File: config.mk
export PLATFORM = sky130hd
export DESIGN_NAME = ps2_key_decoder
export DESIGN_NICKNAME = d
export VERILOG_FILES = /design/src/rtl/ps2_key_decoder.sv
export SDC_FILE = /design/constraint.sdc
export NUM_CORES = 1
export LEC_CHECK = 0
export BUFFER_PORTS_ARGS = -buffer_cell sky130_fd_sc_hd__buf_2
export CAP_MARGIN = 20
export CORE_ASPECT_RATIO = 1.25
export CORE_MARGIN = 1.5
export CORE_UTILIZATION = 56
export DETAILED_ROUTE_END_ITERATION = 8
export PLACE_DENSITY = 0.77
export SETUP_SLACK_MARGIN = 0.05
export SLEW_MARGIN = 40
export SYNTH_ARGS = -nofsm -noshare
export SYNTH_HDL_FRONTEND = slang
export SYNTH_SLANG_ARGS = --single-unit
File: constraint.sdc
create_clock -name clk -period 3 [get_ports clk]
set_input_delay 0.6 -clock clk [delete_from_list [all_inputs] [get_ports clk]]
set_output_delay 0.6 -clock clk [all_outputs]
set_load 0.005 [all_outputs]
File: src/rtl/ps2_key_decoder.sv
// PS/2 scan-code set 2 decoder: turns the received byte stream into make/break
// events, tracks the held state of the Mandelbrot navigation keys, and flags
// Esc presses and complete Pause sequences.
module ps2_key_decoder #(
  parameter int CLK_FREQ          = 50_000_000,
  parameter int PREFIX_TIMEOUT_US = 2000,
  parameter bit SUPPRESS_REPEAT   = 1'b1
) (
  input  logic       clk,
  input  logic       reset,
  input  logic       code_new,
  input  logic [7:0] code_in,
  output logic       key_valid,
  output logic [7:0] key_code,
  output logic       key_ext,
  output logic       key_break,
  output logic [7:0] keys_held,
  output logic       view_reset,
  output logic       pause_evt
);

  localparam int TIMEOUT = CLK_FREQ / 1_000_000 * PREFIX_TIMEOUT_US;
  localparam int CW = $clog2(TIMEOUT + 1);
  localparam logic [CW-1:0] CNT_LAST = CW'(TIMEOUT - 1);

  typedef enum logic [2:0] {
    S_IDLE,
    S_EXT,
    S_BRK,
    S_EXT_BRK,
    S_SKIP
  } state_t;

  state_t        state_q, state_d;
  logic [2:0]    skip_q, skip_d;
  logic [CW-1:0] cnt_q, cnt_d;

  logic       key_valid_q, key_ext_q, key_break_q, view_reset_q, pause_evt_q;
  logic [7:0] key_code_q, keys_held_q, held_d;

  logic       evt, evtExt, evtBreak, pauseHit, emit;
  logic       mapHit;
  logic [2:0] mapIdx;

  // Returns {hit, bit index} of a navigation key in the held-key bitmap.
  function automatic logic [3:0] keyIndex(input logic [7:0] code, input logic ext);
    logic [3:0] r;
    r = 4'b0000;
    case ({ext, code})
      9'h175:  r = 4'b1000;
      9'h172:  r = 4'b1001;
      9'h16B:  r = 4'b1010;
      9'h174:  r = 4'b1011;
      9'h079:  r = 4'b1100;
      9'h07B:  r = 4'b1101;
      9'h043:  r = 4'b1110;
      9'h042:  r = 4'b1111;
      default: r = 4'b0000;
    endcase
    return r;
  endfunction

  // Keyboard housekeeping bytes that carry no key information.
  function automatic logic isIgnored(input logic [7:0] code);
    return (code == 8'hAA) || (code == 8'hEE) || (code == 8'hFA) ||
           (code == 8'hFE) || (code == 8'h00) || (code == 8'hFF);
  endfunction

  // E0 12 / E0 59 are the fake-shift bytes some keyboards wrap around extended keys.
  function automatic logic isFakeShift(input logic [7:0] code);
    return (code == 8'h12) || (code == 8'h59);
  endfunction

  // Prefix tracking, Pause skipping and the prefix timeout; a byte arriving in
  // the expiry cycle wins over the timeout.
  always_comb begin
    state_d  = state_q;
    skip_d   = skip_q;
    cnt_d    = cnt_q;
    evt      = 1'b0;
    evtExt   = 1'b0;
    evtBreak = 1'b0;
    pauseHit = 1'b0;
    if (code_new) begin
      cnt_d = '0;
      case (state_q)
        S_IDLE: begin
          if (code_in == 8'hE0) begin
            state_d = S_EXT;
          end else if (code_in == 8'hF0) begin
            state_d = S_BRK;
          end else if (code_in == 8'hE1) begin
            state_d = S_SKIP;
            skip_d  = 3'd7;
          end else if (!isIgnored(code_in)) begin
            evt = 1'b1;
          end
        end
        S_EXT: begin
          if (code_in == 8'hF0) begin
            state_d = S_EXT_BRK;
          end else begin
            state_d = S_IDLE;
            if (!isFakeShift(code_in)) begin
              evt    = 1'b1;
              evtExt = 1'b1;
            end
          end
        end
        S_BRK: begin
          state_d  = S_IDLE;
          evt      = 1'b1;
          evtBreak = 1'b1;
        end
        S_EXT_BRK: begin
          state_d = S_IDLE;
          if (!isFakeShift(code_in)) begin
            evt      = 1'b1;
            evtExt   = 1'b1;
            evtBreak = 1'b1;
          end
        end
        S_SKIP: begin
          skip_d = skip_q - 3'd1;
          if (skip_q == 3'd1) begin
            state_d  = S_IDLE;
            pauseHit = 1'b1;
          end
        end
        default: state_d = S_IDLE;
      endcase
    end else if (state_q != S_IDLE) begin
      if (cnt_q == CNT_LAST) begin
        state_d = S_IDLE;
        cnt_d   = '0;
      end else begin
        cnt_d = cnt_q + CW'(1);
      end
    end else begin
      cnt_d = '0;
    end
  end

  // Decide whether a decoded event is reported and how it changes the held bitmap.
  always_comb begin
    {mapHit, mapIdx} = keyIndex(code_in, evtExt);
    held_d = keys_held_q;
    emit   = 1'b0;
    if (evt) begin
      emit = !(SUPPRESS_REPEAT && !evtBreak && mapHit && keys_held_q[mapIdx]);
      if (mapHit) begin
        held_d[mapIdx] = !evtBreak;
      end
    end
  end

  // Decoder state registers.
  always_ff @(posedge clk) begin
    if (reset) begin
      state_q <= S_IDLE;
      skip_q  <= 3'd0;
      cnt_q   <= '0;
    end else begin
      state_q <= state_d;
      skip_q  <= skip_d;
      cnt_q   <= cnt_d;
    end
  end

  // Registered event outputs; the event fields hold until the next reported event.
  always_ff @(posedge clk) begin
    if (reset) begin
      key_valid_q  <= 1'b0;
      key_code_q   <= 8'h00;
      key_ext_q    <= 1'b0;
      key_break_q  <= 1'b0;
      keys_held_q  <= 8'h00;
      view_reset_q <= 1'b0;
      pause_evt_q  <= 1'b0;
    end else begin
      key_valid_q  <= emit;
      keys_held_q  <= held_d;
      view_reset_q <= emit && !evtBreak && !evtExt && (code_in == 8'h76);
      pause_evt_q  <= pauseHit;
      if (emit) begin
        key_code_q  <= code_in;
        key_ext_q   <= evtExt;
        key_break_q <= evtBreak;
      end
    end
  end

  assign key_valid  = key_valid_q;
  assign key_code   = key_code_q;
  assign key_ext    = key_ext_q;
  assign key_break  = key_break_q;
  assign keys_held  = keys_held_q;
  assign view_reset = view_reset_q;
  assign pause_evt  = pause_evt_q;

endmodule

==> metrics.cfg <==
[logic_synthesis]
synth_top_area_share_pct=32.3
syn-num-nets=341
syn-cell-area_sq_um=2730
synth-seq-cells=44
ys_async_sr_fraction_pct=0
syn_area_per_cell_sq_um=8.35
ys_seq_area_share_pct=32.3
synth_warnings=0
ys.flop_type=dfxtp_1
synthCells=327
synth_edf_count=0
synth_most_common_cell=dfxtp_1
ys_top_cells_by_count=dfxtp_1, nor2_1, nand2_1
yosysUniqueCellTypes=66
synth_top_area_cell=dfxtp_1
synth.area.top_cells=dfxtp_1, nor2_1, nand2_1

[sta]
fin_crit_sh_pct=86.3
fmax_ghz=0.386
hold_viol=0
worst_pin_slew_ps=580
slew_headroom_pct=61.3
finalMaxSlewViolations=0
skew_ps=8.25
fin_ws_ps=412
rsz0062_at_grt=false
setup_viol=0
tns_ps=0
period_needed_ps=2590

[floorplanning]
start_util_pct=58.1
die_y_um=81.0
die_x_um=65.4
dieArea_sq_um=5300
rows=28
ios=32
design.core.area_sq_um=4690

[detailed_routing]
wl_per_cell_um=15.3
ant_nets=0
firstDrtPassIters=4
dr_total_vias=2535
drc=0
wl_um=6310
drt_iter0_markers=132
via_per_inst=6.15

[clock_tree]
cts-root-buf=clkbuf_8
cts.reportedPaths.clkPinSlew_ps=90
clk_latency_ps=300
clock_sinks=44
cts.repair.resized=0
cts_hold_buf=0
cts_tree=built
htree_levels=2
post_cts_buffers=0
cts.path.max_buffers=2
cts_made_buffers=5

[final_layout]
finish.utilization_pct=64.5
final_area_sq_um=3030
fin_nets=365
n_antenna_cell=0
area_growth_pct=10.9
drive_gt1_share_pct=17.9

[critical_path]
end_kind=register
path_max_fanout=14
crit_arrival_ps=2840
critical_path_required_ps=3250
start_kind=input port
worstSetupPathType=in -> reg

[pwr]
p_per_area_nw_per_um2=392
total_power_mw=1.19
ir_drop_mv=0.296
leakagePower_nw=1.07

[global_routing]
grt_pass1_wl_um=10300
antenna_found_initial=0
overflow=0
track_usage_pct=24.5
grt_pass1_vias=2290
grt_max_degree=31

[place]
io_buffers=31
place_hpwl_um=4610
pre_cts_ws_ps=139
postPlaceCellArea_sq_um=2910
routabilityCongestion=0.918

[hold_path]
hold_class=reg -> reg

[outcome]
status=finished, final reports clean

[flow_run]
drv_cap=0

critical path, stage by stage:
cell and delay (ps):
buf_2 180, or4_4 580, a211oi_4 370, nor2_2 100, a211oi_4 490, or2_1 320, a32oi_1 110, nand2_1 90
final timing paths:
check	startpoint	end	slack (ps)	cells past startpoint
hold reg to reg	cnt_q[0]	cnt_q[0]	440	1
setup reg to reg	state_q[0]	key_code[5]	450	7
hold / removal	cnt_q[0]	cnt_q[0]	440	1
setup / recovery	code_in[3]	key_code[5]	410	8
cells by family after synthesis:
group                    synth area share (%)
flip-flops                               32.3
XOR/XNOR                                 4.81
AO/OA/AOI/OAI                            21.7
adder cells (fa/ha/maj)                  1.74
buffers and inverters                    5.91
multiplexers                             3.35
AND/OR/NAND/NOR                          30.2
area by class of cell:
cell class | count | area, sq um
clock inverters | 3 | 46.3
multi-input cells | 251 | 1690
well taps | 60 | 75.1
repair buffers | 40 | 235
inverters | 9 | 33.8
clock buffers | 5 | 68.8
flip-flops and latches | 44 | 881
fillers | 416 | 1670
where the power goes:
part / internal (mW) / switching [mW]
Clock: 0.251 / 0.213
Combinational: 0.0457 / 0.0742
Sequential: 0.595 / 0.00785
Total: 0.892 / 0.295
per-stage QoR:
step | hold slack [ps] | instances
2_1_floorplan | 413 | 327
4_1_cts | 445 | 412
6_report | 445 | 412
5_1_grt | 507 | 412
3_5_place_dp | 430 | 404
3_3_place_gp | 426 | 404
sequential cells by signal, summed over array words and instances, names as in the netlist:
signal / flops
pause_evt: 1
key_code: 8
skip_q: 3
view_reset: 1
keys_held: 8
key_ext: 1
state_q: 3
cnt_q: 17
key_break: 1
key_valid: 1
layout by cell type (no fill, tap or decap), types with 4 or more instances in the layout:
master	synthesis	layout
a32oi_1	8	8
xnor2_1	5	5
a211oi_1	7	7
inv_1	8	8
nor4b_1	11	11
buf_2	9	31
and2_1	4	4
a21oi_1	12	12
buf_4	2	8
a31oi_1	9	9
clkbuf_8	0	5
nand4_1	6	6
nor2_1	36	36
nand3_1	13	13
dfxtp_1	44	44
a311oi_1	8	8
mux2i_1	8	8
o21ai_0	5	5
nor3_1	8	8
xor2_1	10	10
and3_1	5	5
nand2_1	34	34
metal layers:
layer | up-vias | global-route usage (%) | part of all wire, %
met5 | - | 0 | 0
met4 | 0 | 9.79 | 1.6
met3 | 9 | 4.02 | 4.7
met2 | 65 | 44.5 | 51
met1 | 1192 | 28.4 | 43
li1 | 1269 | - | -
Power figures use the tool's default switching activity.
